==> src/rtl/hyper_burst_splitter.sv <==
// Splits arbiter-granted hyperbus commands into bursts that never cross a
// MAX_BURST-aligned boundary and issues them over a valid/ready interface.
module hyper_burst_splitter #(
  parameter int ADDR_WIDTH = 32,
  parameter int LEN_WIDTH  = 16,
  parameter int ID_WIDTH   = 1,
  parameter int MAX_BURST  = 128,
  parameter int BL_WIDTH   = $clog2(MAX_BURST) + 1,
  parameter int DATA_WIDTH = ADDR_WIDTH + LEN_WIDTH + 1
) (
  input  logic                  clk,
  input  logic                  rst,
  input  logic                  req_i,
  output logic                  gnt_o,
  input  logic [DATA_WIDTH-1:0] data_i,
  input  logic [ID_WIDTH-1:0]   id_i,
  output logic                  cmd_valid_o,
  input  logic                  cmd_ready_i,
  output logic [ADDR_WIDTH-1:0] cmd_addr_o,
  output logic [BL_WIDTH-1:0]   cmd_len_o,
  output logic                  cmd_rw_o,
  output logic [ID_WIDTH-1:0]   cmd_id_o,
  output logic                  cmd_last_o,
  output logic                  busy_o
);
  localparam int CW = (LEN_WIDTH > BL_WIDTH) ? LEN_WIDTH : BL_WIDTH;
  localparam logic [ADDR_WIDTH-1:0] ADDR_MASK = ADDR_WIDTH'(MAX_BURST - 1);

  typedef enum logic {IDLE, ISSUE} state_t;

  typedef struct packed {
    logic                  rw;
    logic [LEN_WIDTH-1:0]  len;
    logic [ADDR_WIDTH-1:0] addr;
  } cmd_t;

  state_t                state_q, state_d;
  cmd_t                  req_cmd;
  logic [ADDR_WIDTH-1:0] cur_addr;
  logic [LEN_WIDTH-1:0]  remaining;
  logic                  rw_q;
  logic [ID_WIDTH-1:0]   id_q;
  logic [BL_WIDTH-1:0]   room;
  logic [BL_WIDTH-1:0]   burst_len;
  logic                  is_last;
  logic                  issue;
  logic                  fire;

  assign req_cmd   = cmd_t'(data_i);
  assign issue     = (state_q == ISSUE);
  assign fire      = issue & cmd_ready_i;
  assign room      = BL_WIDTH'(MAX_BURST) - BL_WIDTH'(cur_addr & ADDR_MASK);
  assign is_last   = CW'(remaining) <= CW'(room);
  // remaining fits in BL_WIDTH whenever it is the selected length
  assign burst_len = is_last ? BL_WIDTH'(remaining) : room;

  always_ff @(posedge clk) begin
    if (rst) state_q <= IDLE;
    else     state_q <= state_d;
  end

  always_comb begin
    state_d = state_q;
    case (state_q)
      IDLE:    if (req_i && req_cmd.len != '0) state_d = ISSUE;
      ISSUE:   if (cmd_ready_i && is_last)      state_d = IDLE;
      default: state_d = IDLE;
    endcase
  end

  always_ff @(posedge clk) begin
    if (rst) begin
      cur_addr  <= '0;
      remaining <= '0;
      rw_q      <= 1'b0;
      id_q      <= '0;
    end else if (state_q == IDLE && req_i) begin
      cur_addr  <= req_cmd.addr;
      remaining <= req_cmd.len;
      rw_q      <= req_cmd.rw;
      id_q      <= id_i;
    end else if (fire) begin
      cur_addr  <= cur_addr + ADDR_WIDTH'(burst_len);
      remaining <= remaining - LEN_WIDTH'(burst_len);
    end
  end

  // Outputs are zeroed outside ISSUE so an idle port shows no stale command.
  assign gnt_o       = (state_q == IDLE);
  assign cmd_valid_o = issue;
  assign busy_o      = issue;
  assign cmd_addr_o  = issue ? cur_addr  : '0;
  assign cmd_len_o   = issue ? burst_len : '0;
  assign cmd_last_o  = issue & is_last;
  assign cmd_rw_o    = issue & rw_q;
  assign cmd_id_o    = issue ? id_q : '0;
endmodule

==> config.mk <==
export PLATFORM = sky130hd
export DESIGN_NAME = hyper_burst_splitter
export DESIGN_NICKNAME = d
export VERILOG_FILES = /design/src/rtl/hyper_burst_splitter.sv
export SDC_FILE = /design/constraint.sdc
export NUM_CORES = 1
export LEC_CHECK = 0
export ABC_AREA = 1
export CAP_MARGIN = 20
export CORE_MARGIN = 2
export CORE_UTILIZATION = 40
export DETAILED_ROUTE_END_ITERATION = 8
export PLACE_DENSITY = 0.71
export SKIP_LAST_GASP = 1
export SYNTH_ARGS = -nofsm -noshare
export SYNTH_HDL_FRONTEND = slang
export SYNTH_SLANG_ARGS = --single-unit
==> constraint.sdc <==
create_clock -name clk -period 3.9 [get_ports clk]
set_input_delay 0.78 -clock clk [delete_from_list [all_inputs] [get_ports clk]]
set_output_delay 0.78 -clock clk [all_outputs]
set_load 0.02 [all_outputs]
* After elaboration in Yosys (flattened, before gate mapping)
Cells that the tools add are included.
Storage, ports and cells: bits of input ports 54, bits in registers 51, word-level logic and storage cells 29
Operators by class: bitwise logic cells 4, mux-type cells 11, reduce and logical (&&, ||, !) cells 5, magnitude comparators 1, add/subtract/negate cells 3
Operators with widths (count):
- $mux W32 | 3
- $add A32 B8 Y32 | 1
- $mux W16 | 2
- $le A16 B8 Y1 | 1
- $mux W8 | 2
- $reduce_bool A16 Y1 | 1
- $sub A16 B8 Y16 | 1
- $sub A8 B7 Y8 const A | 1
- $and A1 B1 Y1 | 3
- $logic_and A1 B1 Y1 | 3
- $mux W1 | 3
- $pmux W1 S2 | 1
- $reduce_bool A2 Y1 | 1
- $not A1 Y1 | 1

* Depth between registers and ports, before layout
depth in word-level cells 6, mapped depth 27, mapped depth without buffers 27

* Least setup slack after synthesis
OpenSTA, ideal clock, no wires.
path kind register to register, start register cur_addr[0], end register remaining[10], cell stages (with the launch flop) 23, arrival time 3.370 ns, library setup time 0.134 ns, path slack 0.396 ns, required time 3.766 ns, cell sequence dfxtp_1 -> nor3_2 -> nand3_1 -> or2_1 -> nor2_1 -> inv_1 -> ha_1 -> nand2_1 -> nor2_1 -> nand2_1 -> nand3_1 -> nand2_2 -> o21ai_0 -> inv_1 -> fa_1 -> o21ai_1 -> nand2_1 -> nand2_1 -> nand2_1 -> nand2_1 -> nand2_1 -> nand3_1 -> a21oi_1
On the way: cells in the longest elaborated chain, start to end 6
RTL lines:
- from (decl) | line 39 | logic [ADDR_WIDTH-1:0] cur_addr;
- from (signal assigned) | line 78 | cur_addr <= req_cmd.addr;
- from (signal assigned) | line 83 | cur_addr <= cur_addr + ADDR_WIDTH'(burst_len);
- $sub A8 B7 Y8 (*) | line 52 | assign room = BL_WIDTH'(MAX_BURST) - BL_WIDTH'(cur_addr & ADDR_MASK);
- $le A16 B8 Y1 | line 53 | assign is_last = CW'(remaining) <= CW'(room);
- $mux W8 (*) | line 55 | assign burst_len = is_last ? BL_WIDTH'(remaining) : room;
- $sub A16 B8 Y16 (*) | line 84 | remaining <= remaining - LEN_WIDTH'(burst_len);
- $mux W16 (*) | line 82 | end else if (fire) begin
- $mux W16 (*) | line 77 | end else if (state_q == IDLE && req_i) begin
- to (signal assigned) | line 79 | remaining <= req_cmd.len;
- to (signal assigned) | line 84
- to (decl) | line 40 | logic [LEN_WIDTH-1:0] remaining;
Mark *: on every way between the ends. The rest lies on a longest branch, timed or not. The select of a mux whose other input is x is not followed. A chain may end at the register's enable or synchronous reset.

* Worst setup path in the final report
start register cur_addr[0], end output cmd_len_o[5]
On the way: cells in the longest elaborated chain, start to end 4
RTL lines:
- $sub A8 B7 Y8 (*) | line 52
- $le A16 B8 Y1 | line 53
- $mux W8 (*) | line 55
- $mux W8 (*) | line 93 | assign cmd_len_o = issue ? burst_len : '0;
- to (decl) | line 20 | output logic [BL_WIDTH-1:0] cmd_len_o,
Mark *: on every way between the ends. The rest lies on a longest branch, timed or not.

==> flow_summary.json <==
{
  "io_pins": 100,
  "grt_max_degree": 41,
  "max_stage_delay_ns": 0.36,
  "start_util_pct": 41.4,
  "dr.pass1.iters": 5,
  "dieWidth_um": 113,
  "maxCapViolations": 0,
  "outcome": "finished clean",
  "synth.area.top_cells": "dfxtp_1 (21%), nand2_1 (20%), inv_1 (12%)",
  "critPathRequiredTime_ns": 3.12,
  "synth_area_per_cell_um2": 5.72,
  "end_kind": "output pin",
  "yosysTopAreaCell": "dfxtp_1",
  "syn_area_um2": 4790,
  "yosys_warnings": 0,
  "grt-ovfl-total": 0,
  "antenna_found_initial": 0,
  "clk_latency_ns": 0.30,
  "finClkSkew_ns": 0.00626,
  "worstPathMaxFanout": 9,
  "layout.cells.non_filler": 1079,
  "nNetsFinal": 1016,
  "seqCellArea_um2": 1020,
  "clkPwrFrac_pct": 17.4,
  "cts-buffers-inserted": 5,
  "fillCellCount": 1178,
  "comb_power_share_pct": 58.8,
  "async_flop_share_pct": 0,
  "p_int_mw": 1.50,
  "finalCriticalPeriod_ns": 3.82,
  "min_from": "rw_q$_SDFFE_PP0P_",
  "multiInputGateArea_um2": 3270,
  "seqPwrFrac_pct": 23.9,
  "r2r_start": "cur_addr[0]$_SDFFE_PP0P_",
  "drt-met1-wl_mm": 7.24,
  "reg2reg_depth": 26,
  "initialDrtViolationCount": 492,
  "vias": 5591,
  "clk_path_buf_depth": 2,
  "diodes": 0,
  "cpLargestDelayFamily": "simple AND/OR/NAND/NOR gates",
  "hold_viol": 0,
  "ys_seq_area_share_pct": 21.3,
  "synthFlopType": "dfxtp_1",
  "cts_tree": "done",
  "grt_pass1_vias": 5100,
  "drive_gt1_share_pct": 11.1,
  "r2r_end": "cur_addr[29]$_SDFFE_PP0P_",
  "synth_edf_count": 0,
  "worst_pin_slew_ns": 0.581,
  "cts-root-buf": "clkbuf_16",
  "synth_seq_cells": 51,
  "clock-sinks": 51,
  "yosysTopAreaCellShare_pct": 21.3,
  "htreeDepth": 2,
  "powerDensity_nw_per_um2": 438,
  "ant_nets": 0,
  "numPortBuffers": 99,
  "clock.fmax_mhz": 262,
  "wl_mm": 15.8,
  "grt_use_total_pct": 24.1,
  "place_hpwl_mm": 11.3,
  "critPathArrivalTime_ns": 3.04,
  "final-setup-viol-count": 0,
  "top_layer_used": "met4",
  "areaGrowthSynthToFinish_pct": 32.5,
  "rrSetupSlack_ns": 0.17,
  "syn_nets": 919,
  "holdPathEnd": "rw_q$_SDFFE_PP0P_",
  "p_sw_mw": 1.29,
  "met2_length_mm": 7.07,
  "synth_most_common_cell": "nand2_1",
  "slew_viol_final": 0,
  "fin_total_pwr_mw": 2.78,
  "core_um2": 11600,
  "placedCellCount": 1063,
  "viasPerCell": 5.18,
  "ctsHoldBuffers": 0,
  "clk_pin_slew_ns": 0.07,
  "syn_inst": 838,
  "synth_common_cells": "nand2_1 (259), inv_1 (151), nand3_1 (73), nor2_1 (60), dfxtp_1 (51)",
  "hold_path_depth": 2,
  "core.rowCount": 39,
  "slowest_stage": "dlygate4sd2_1",
  "wl_per_cell_um": 14.7,
  "criticalPathCategory": "reg2out",
  "dieArea_um2": 12900,
  "fin_crit_sh_pct": 98.0,
  "hp-class": "reg2reg",
  "fp.dieH_um": 113,
  "grt_pass1_wl_mm": 25.2,
  "ys_types": 44,
  "gp_congestion": 0.940,
  "critical_path_buf_inv_count": 3,
  "drc": 0,
  "wl_met3_mm": 1.18,
  "crit_top_cell": "nand3_2",
  "peakVddDrop_mv": 0.249,
  "swShare_pct": 46.2,
  "startpoint_type": "register",
  "timing.slew.headroom_pct": 61.2,
  "leakagePower_nw": 3.10,
  "crit_chain": "nor3_4, nand3_2, or2_1, nor2_2, inv_1, ha_1, a21oi_1, o21a_1, nand3_2, nand2_4, inv_8, nand2_1, o21ai_4, nor2_1, dlygate4sd2_1"
}
-- worst min-delay path, stage by stage, from the launching register on --
cell     delay, ns
dfxtp_1       0.33
nor2_1        0.05
nor2_1        0.08
-- power by group through the flow --
stage,clock [mW],combinational [mW],sequential [mW]
after global placement,0,1.38,0.665
after CTS,0.492,1.39,0.653
after global routing,0.510,1.82,0.671
after floorplan,0,1.00,0.640
after detailed placement,0,1.38,0.665
final,0.484,1.64,0.664
-- worst max path at each step --
| stage | slack [ns] | cells past startpoint | to | startpoint |
|---|---|---|---|---|
| detailed placement | -0.07 | 23 | cur_addr[11]$_SDFFE_PP0P_ | cur_addr[1]$_SDFFE_PP0P_ |
| CTS | 0.02 | 27 | cur_addr[18]$_SDFFE_PP0P_ | cur_addr[1]$_SDFFE_PP0P_ |
| global route | -0.09 | 26 | cur_addr[29]$_SDFFE_PP0P_ | cur_addr[0]$_SDFFE_PP0P_ |
| global placement | 0.0008 | 23 | cur_addr[29]$_SDFFE_PP0P_ | cur_addr[1]$_SDFFE_PP0P_ |
| finish | 0.08 | 15 | cmd_len_o[5] | cur_addr[0]$_SDFFE_PP0P_ |
| floorplan | 0.40 | 22 | remaining[10]$_SDFFE_PP0P_ | cur_addr[0]$_SDFFE_PP0P_ |
-- state kept, by name, summed over array words and instances, names as in the netlist --
register and count:
id_q 1, cur_addr 32, remaining 16, busy_o 1, rw_q 1
-- placed cells by master, fill, tap and decap left out, types with 2 or more instances in the layout --
cell type,count
nor2_2,9
nand3_1,69
a21oi_1,44
ha_2,3
buf_4,15
o21ai_1,14
nand2_4,5
or2_1,2
dlygate4sd2_1,8
nand4_1,8
inv_2,13
inv_1,147
o22ai_1,2
o21ai_4,7
dfxtp_1,49
nand2_1,252
clkbuf_8,2
nor4_1,5
clkbuf_16,5
nor3_1,7
o21ai_0,26
nand3b_1,4
inv_4,2
nor2_1,57
clkdlybuf4s50_1,90
xor2_1,6
o21bai_1,3
ha_1,17
dfxtp_2,2
a211oi_1,2
a32o_1,2
or2_2,6
nand3_2,8
fa_2,2
a31oi_1,11
ha_4,5
nand2_2,10
-- routing by layer --
metal  up-vias  GRT usage [%]
li1       2832              -
met1      2532           34.6
met2       200           38.3
met3        27           3.51
met4         0           6.02
met5         -              0
-- cell families (layout without fill, tap and decap cells) --
logic type | Yosys count | count (layout) | share of synthesized area [%]
xor gates and xnor gates | 7 | 7 | 1.28
adders and majority gates | 27 | 27 | 7.36
buffers and inverters | 188 | 285 | 15.5
AOI/OAI and AO/OA | 119 | 119 | 14.0
and+or+nand+nor | 446 | 447 | 40.5
DFF | 51 | 51 | 21.3
-- repair_timing --
item / CTS / global route
setup buffers: 0 / 7
endpoints found under the setup margin: 25 / 46
gates resized for setup: 13 / 53
cloned: 0 / 1
pin swaps: 0 / 16
-- metrics by stage --
step                      setup TNS [ns]  utilization (%)  setup slack [ns]  hold WS [ns]  instance area, um^2
after floorplan                        0                -             0.396         0.454                 4790
after global placement                 0             51.0          0.000794         0.462                 5900
after detailed placement          -0.478             51.0           -0.0710         0.478                 5900
after CTS                              0             52.3            0.0198         0.494                 6050
after global routing              -0.616             54.9           -0.0882         0.514                 6350
final                                  0             54.9            0.0763         0.491                 6350
-- cell type report --
class / count / share of cell area, %
clock buffers: 7 / 2.40
flip-flops and latches: 51 / 16.1
clock inverters: 1 / 0.118
well taps: 143 / 2.82
repair buffers: 114 / 17.2
multi-input cells: 600 / 51.5
inverters: 163 / 9.84
Note: power is estimated with default switching activity, not from simulation.
